$ cat src/rtl/multicycle_main_control.sv
// Multi-cycle main control FSM: latches OPCODE/Funct in FETCH and sequences the datapath strobes.
// Strobes are Moore outputs; IRWrite/PCWrite in FETCH are gated by MemReady. A memory wait longer than MEM_TIMEOUT ends in a sticky ERROR.
module multicycle_main_control #(
  parameter int MEM_TIMEOUT = 15,
  parameter int TO_W        = 4
) (
  input  logic        Clock,
  input  logic        Reset,
  input  logic [15:0] InstrIn,
  input  logic        MemReady,
  output logic        MemReq,
  output logic        MemRead,
  output logic        MemWrite,
  output logic        IorD,
  output logic        IRWrite,
  output logic        PCWrite,
  output logic        PCWriteCond,
  output logic [1:0]  PCSource,
  output logic        ALUSrcA,
  output logic [1:0]  ALUSrcB,
  output logic [1:0]  ALUOp,
  output logic [2:0]  OPCODE,
  output logic [3:0]  Funct,
  output logic        RegWrite,
  output logic        RegDst,
  output logic        MemToReg,
  output logic        Illegal,
  output logic        Error
);

  typedef enum logic [3:0] {
    RST, FETCH, DECODE, EXEC_R, WB_R, EXEC_I, WB_I, MEM_ADDR,
    MEM_READ, MEM_WB, MEM_WRITE, BRANCH, JUMP, ERROR
  } state_t;

  localparam logic [TO_W-1:0] TO_MAX = TO_W'(MEM_TIMEOUT);

  state_t          state, state_nxt;
  logic [TO_W-1:0] wait_cnt;
  logic            mem_state;
  logic            timed_out;
  logic            funct_ok;
  logic            unused_instr;

  // Only the opcode and funct fields matter to control; the rest belongs to the datapath.
  assign unused_instr = ^InstrIn[12:4];

  assign mem_state = (state == FETCH) || (state == MEM_READ) || (state == MEM_WRITE);
  assign timed_out = (wait_cnt == TO_MAX);

  always_comb begin
    funct_ok = 1'b0;
    case (Funct)
      4'b0000, 4'b0001, 4'b0010, 4'b1101: funct_ok = 1'b1;
      default:                            funct_ok = 1'b0;
    endcase
  end

  always_ff @(posedge Clock or negedge Reset) begin
    if (!Reset) begin
      state <= RST;
    end else begin
      state <= state_nxt;
    end
  end

  // Counter sits at zero outside memory states, so every memory access starts its wait from zero.
  always_ff @(posedge Clock or negedge Reset) begin
    if (!Reset) begin
      wait_cnt <= '0;
      OPCODE   <= '0;
      Funct    <= '0;
    end else begin
      if (mem_state && !MemReady) begin
        if (!timed_out) begin
          wait_cnt <= wait_cnt + 1'b1;
        end
      end else begin
        wait_cnt <= '0;
      end
      if ((state == FETCH) && MemReady) begin
        OPCODE <= InstrIn[15:13];
        Funct  <= InstrIn[3:0];
      end
    end
  end

  always_comb begin
    state_nxt   = state;
    MemReq      = 1'b0;
    MemRead     = 1'b0;
    MemWrite    = 1'b0;
    IorD        = 1'b0;
    IRWrite     = 1'b0;
    PCWrite     = 1'b0;
    PCWriteCond = 1'b0;
    PCSource    = 2'b00;
    ALUSrcA     = 1'b0;
    ALUSrcB     = 2'b00;
    ALUOp       = 2'b00;
    RegWrite    = 1'b0;
    RegDst      = 1'b0;
    MemToReg    = 1'b0;
    Illegal     = 1'b0;
    Error       = 1'b0;
    case (state)
      RST: state_nxt = FETCH;
      FETCH: begin
        MemReq  = 1'b1;
        MemRead = 1'b1;
        ALUSrcB = 2'b01;
        if (MemReady) begin
          IRWrite   = 1'b1;
          PCWrite   = 1'b1;
          state_nxt = DECODE;
        end else if (timed_out) begin
          state_nxt = ERROR;
        end
      end
      DECODE: begin
        ALUSrcB = 2'b10;
        case (OPCODE)
          3'b000:         state_nxt = EXEC_R;
          3'b011, 3'b101: state_nxt = MEM_ADDR;
          3'b110:         state_nxt = BRANCH;
          3'b111:         state_nxt = JUMP;
          default:        state_nxt = EXEC_I;
        endcase
      end
      EXEC_R: begin
        ALUSrcA = 1'b1;
        ALUOp   = 2'b10;
        if (funct_ok) begin
          state_nxt = WB_R;
        end else begin
          Illegal   = 1'b1;
          state_nxt = FETCH;
        end
      end
      WB_R: begin
        RegWrite  = 1'b1;
        RegDst    = 1'b1;
        state_nxt = FETCH;
      end
      EXEC_I: begin
        ALUSrcA   = 1'b1;
        ALUSrcB   = 2'b10;
        ALUOp     = 2'b11;
        state_nxt = WB_I;
      end
      WB_I: begin
        RegWrite  = 1'b1;
        state_nxt = FETCH;
      end
      MEM_ADDR: begin
        ALUSrcA   = 1'b1;
        ALUSrcB   = 2'b10;
        state_nxt = (OPCODE == 3'b011) ? MEM_READ : MEM_WRITE;
      end
      MEM_READ: begin
        MemReq  = 1'b1;
        MemRead = 1'b1;
        IorD    = 1'b1;
        if (MemReady) begin
          state_nxt = MEM_WB;
        end else if (timed_out) begin
          state_nxt = ERROR;
        end
      end
      MEM_WB: begin
        RegWrite  = 1'b1;
        MemToReg  = 1'b1;
        state_nxt = FETCH;
      end
      MEM_WRITE: begin
        MemReq   = 1'b1;
        MemWrite = 1'b1;
        IorD     = 1'b1;
        if (MemReady) begin
          state_nxt = FETCH;
        end else if (timed_out) begin
          state_nxt = ERROR;
        end
      end
      BRANCH: begin
        ALUSrcA     = 1'b1;
        ALUOp       = 2'b01;
        PCWriteCond = 1'b1;
        PCSource    = 2'b01;
        state_nxt   = FETCH;
      end
      JUMP: begin
        PCWrite   = 1'b1;
        PCSource  = 2'b10;
        state_nxt = FETCH;
      end
      ERROR: begin
        Error     = 1'b1;
        state_nxt = ERROR;
      end
      default: state_nxt = RST;
    endcase
  end

endmodule

$ cat config.mk
export PLATFORM = sky130hd
export DESIGN_NAME = multicycle_main_control
export DESIGN_NICKNAME = d
export VERILOG_FILES = /design/src/rtl/multicycle_main_control.sv
export SDC_FILE = /design/constraint.sdc
export NUM_CORES = 1
export LEC_CHECK = 0
export ABC_AREA = 1
export CORE_MARGIN = 2
export CORE_UTILIZATION = 61
export DETAILED_ROUTE_END_ITERATION = 8
export DONT_BUFFER_PORTS = 1
export PLACE_DENSITY = 0.86
export SYNTH_ARGS = -nofsm -noshare
export SYNTH_HDL_FRONTEND = slang
export SYNTH_SLANG_ARGS = --single-unit
export TNS_END_PERCENT = 100
$ cat constraint.sdc
create_clock -name Clock -period 1.39 [get_ports Clock]
set_input_delay 0.0695 -clock Clock [delete_from_list [all_inputs] [get_ports Clock]]
set_output_delay 0.0695 -clock Clock [all_outputs]
set_load 0.1 [all_outputs]
==> results.sh, run 1 <==
export IMPL_status="stopped before the end"
export IMPL_lastStage="3_5_place_dp"
export IMPL_toolErrorMsg="[ERROR DPL-0038] Utilization greater than 100%, impossible to legalize"
export IMPL_syn_instance_count=146
export IMPL_ys_ff_latch=15
export IMPL_synth_ff_type="dfrtp_1"
export IMPL_fp_dieH_microns=45.01
export IMPL_port_buffers=0
export IMPL_synth_fp_nets=166
export IMPL_synth_warning_count=0
export IMPL_die_x_microns=45.01
export IMPL_synth_most_common_cell="nand2_1"
export IMPL_synth_top_area_cell="dfrtp_1"
export IMPL_io_pins=45
export IMPL_async_reset_ff_frac=1.000
export IMPL_synth_cell_type_count=22
export IMPL_synth_commonest_cells="47 x nand2_1, 20 x inv_1, 18 x nand3_1, 15 x dfrtp_1, 15 x nor2_1"
export IMPL_syn_area_sq_mm=0.001026
export IMPL_rows=14
export IMPL_syn_avg_cell_area_sq_um=7.027
export IMPL_start_util=0.6656
export IMPL_synth_top_area_share=0.3659
export IMPL_yosys_top_cells_area="dfrtp_1 37%, nand2_1 17%, nand3_1 8.8%"
export IMPL_ys_seq_area_frac=0.3659
export IMPL_gp_congestion=0.8876
export IMPL_synth_edff_count=0
[kinds of logic after synthesis]
| kind of cell | share of synthesized area |
|---|---|
| AND/OR/NAND/NOR | 0.4146 |
| buffers and inverters | 0.1024 |
| flip-flops | 0.3659 |
| AO/OA/AOI/OAI | 0.07926 |
| XOR/XNOR | 0.02561 |
| adder cells (fa/ha/maj) | 0.01219 |
[metrics by stage]
step / setup slack (ns) / setup TNS [ns] / area (sq um) / instances
after floorplan: -0.1914 / -0.7096 / 1169 / 146
after global placement: 0.09992 / 0 / 1617 / 189
==> run 2: changes to the inputs <==
- CORE_AREA: not set -> 2 2 63 65
- CORE_MARGIN: 2 -> not set
- CORE_UTILIZATION: 61 -> not set
- DIE_AREA: not set -> 0 0 65 67
- PLACE_DENSITY: 0.86 -> not set
- PLACE_DENSITY_LB_ADDON: not set -> 0.15
==> run 2 against run 1 <==
  * The flow now finishes, with violations (negative setup slack)
  * Synthesized cell count did not move
  * Area after synthesis stayed put
==> results.sh, run 2 <==
export IMPL_status="finished with violations"
export IMPL_violations="negative setup slack"
export IMPL_synth_xor_area_frac=0.02561
export IMPL_gp_congestion=0.8651
export IMPL_via_per_inst=4.679
export IMPL_dr_pass1_iters=4
export IMPL_design_area_sq_mm=0.002004
export IMPL_antenna_found_initial=0
export IMPL_rows=22
export IMPL_synth_most_common_cell="nand2_1"
export IMPL_synth_top_family_by_area="simple AND/OR/NAND/NOR gates"
export IMPL_cts_buffers=3
export IMPL_cts_max_level=1
export IMPL_n_antenna_cell=0
export IMPL_cts_root_buf="clkbuf_8"
export IMPL_synth_top_area_share=0.3659
export IMPL_yosys_top_cells_area="dfrtp_1 37%, nand2_1 17%, nand3_1 8.8%"
export IMPL_fmax_mhz=677.4
export IMPL_synth_top_area_cell="dfrtp_1"
export IMPL_synth_compound_area_share=0.07927
export IMPL_synthAdderAreaFrac=0.01220
export IMPL_layout_common_cells="37 x nand2_1, 20 x buf_4, 19 x buf_12"
export IMPL_ys_seq_area_frac=0.3659
export IMPL_port_buffers=0
export IMPL_synth_warning_count=0
export IMPL_grt_pass1_vias=1185
export IMPL_synth_edff_count=0
export IMPL_area_growth_pct=95.37
export IMPL_muxShareOfSynthArea=0
export IMPL_arrival_ns=1.41
export IMPL_setup_viol=19
export IMPL_layout_commonest_cell="nand2_1"
export IMPL_syn_instance_count=146
export IMPL_drtIter0Drc=16
export IMPL_path_class="register to output pin"
export IMPL_wl_per_cell_microns=12.31
export IMPL_vias=1165
export IMPL_overflow=0
export IMPL_reg2reg_to="state[1]"
export IMPL_nFillCells=308
export IMPL_worst_slack_ns=-0.08620
export IMPL_design_core_area_sq_mm=0.003606
export IMPL_grt_usage=0.1529
export IMPL_clock_path_buffers=2
export IMPL_synth_fp_nets=166
export IMPL_crit_path_start_kind="register"
export IMPL_start_util=0.2845
export IMPL_fp_dieH_microns=67
export IMPL_hold_path_class="input port to register"
export IMPL_syn_avg_cell_area_sq_um=7.027
export IMPL_drc_errors=0
export IMPL_ant_nets=0
export IMPL_synth_commonest_cells="47 x nand2_1, 20 x inv_1, 18 x nand3_1, 15 x dfrtp_1, 15 x nor2_1"
export IMPL_clk_pin_slew_worst_paths_ns=0.06
export IMPL_crit_path_max_fanout=5
export IMPL_crit_path_end="PCWrite"
export IMPL_async_reset_ff_frac=1.000
export IMPL_multi_input_area_sq_um=738.2
export IMPL_grt_first_pass_wirelength_microns=5175
export IMPL_cts_sinks=15
export IMPL_timing_rr_start="state[1]"
export IMPL_die_x_microns=65
export IMPL_yosys_area_share_simple=0.4146
export IMPL_routed_wl_microns=3065
export IMPL_r2r_worst_path_cells=7
export IMPL_hpwl_microns=2156
export IMPL_syn_area_sq_mm=0.001026
export IMPL_fin_crit_ns=1.476
export IMPL_grt_max_degree=16
export IMPL_slew_viol_final=0
export IMPL_ys_ff_latch=15
export IMPL_register_area_sq_um=389.1
export IMPL_fin_worst_skew_ns=0.002817
export IMPL_synth_ff_type="dfrtp_1"
export IMPL_clk_insertion_delay_late_ns=0.24
export IMPL_io_pins=45
export IMPL_drive_gt1_frac=0.5522
export IMPL_max_slew_margin=0.5373
export IMPL_r2r_slack_ns=-0.03
export IMPL_dieArea_sq_mm=0.004355
export IMPL_cts_tree="done"
export IMPL_crit_start="state[1]"
export IMPL_worst_pin_slew_ns=0.6917
export IMPL_finalSetupTns_ns=-1.002
export IMPL_nets=222
export IMPL_hold_viol=0
export IMPL_cap_violations=0
export IMPL_placed_area_sq_mm=0.001664
export IMPL_synth_cell_type_count=22
export IMPL_largestRegisters="Funct x4, state x4, wait_cnt x4"
export IMPL_rsz0062_at_grt="yes"
export IMPL_setup_worst_path_end_class="output pin"
export IMPL_min_period_over_period=1.062
export IMPL_cp_data_required_time_ns=1.32
[run 2: layer usage]
metal,vias to the layer above,routed length (microns),track usage
met5,-,0,0
met4,0,53,0.05851
met3,7,212,0.02365
met2,46,1586,0.2771
met1,539,1214,0.1804
li1,573,-,-
[run 2: area by class of cell]
class | instances | area share
multi-input combinational | 108 | 0.3683
timing repair buffer | 52 | 0.3346
sequential | 15 | 0.1941
inverter | 22 | 0.05056
tap | 48 | 0.02996
clock buffer | 4 | 0.02247
[run 2: how the worst min path moves through the flow]
stage,from,endpoint,cells after the start
2_1_floorplan,Reset,Funct[0],0
3_3_place_gp,Reset,wait_cnt[0],0
3_5_place_dp,Reset,OPCODE[2],0
4_1_cts,MemReady,state[0],3
5_1_grt,MemReady,state[0],3
6_report,MemReady,state[0],3
[run 2: kinds of logic after synthesis]
family	Yosys count
compound gates	13
xor+xnor	3
fa+ha+maj	1
buf+inv	23
flops	15
simple gates	91
[run 2: what timing repair did]
action                     in CTS  in global routing
setup endpoints to repair      17                 34
buffers inserted               13                  2
gates resized for setup        27                  8
pin swaps                      12                  5
hold endpoints to repair       22                  0
hold buffers                    8                  0
[run 2: per-stage QoR]
step                      hold slack, ns  utilization  setup slack (ns)  std cells
after floorplan                  -0.2261            -           -0.1914        146
after global placement           -0.2257       0.4615           0.08245        222
after detailed placement         -0.2257       0.4615           0.03454        222
after CTS                        0.06356       0.5441          -0.08505        247
after global routing              0.1169       0.5559           -0.1419        249
final                            0.07894       0.5559          -0.08620        249
[run 2: critical path, stage by stage, from the launching register on]
cell and delay, ns:
dfrtp_2 0.47, nor2_4 0.22, nand3_4 0.17, o21ai_4 0.11
buf_12 0.19
Power of run 2 is not shown: default switching activity piles up to over one toggle a cycle in this logic, so the estimate is an artifact.
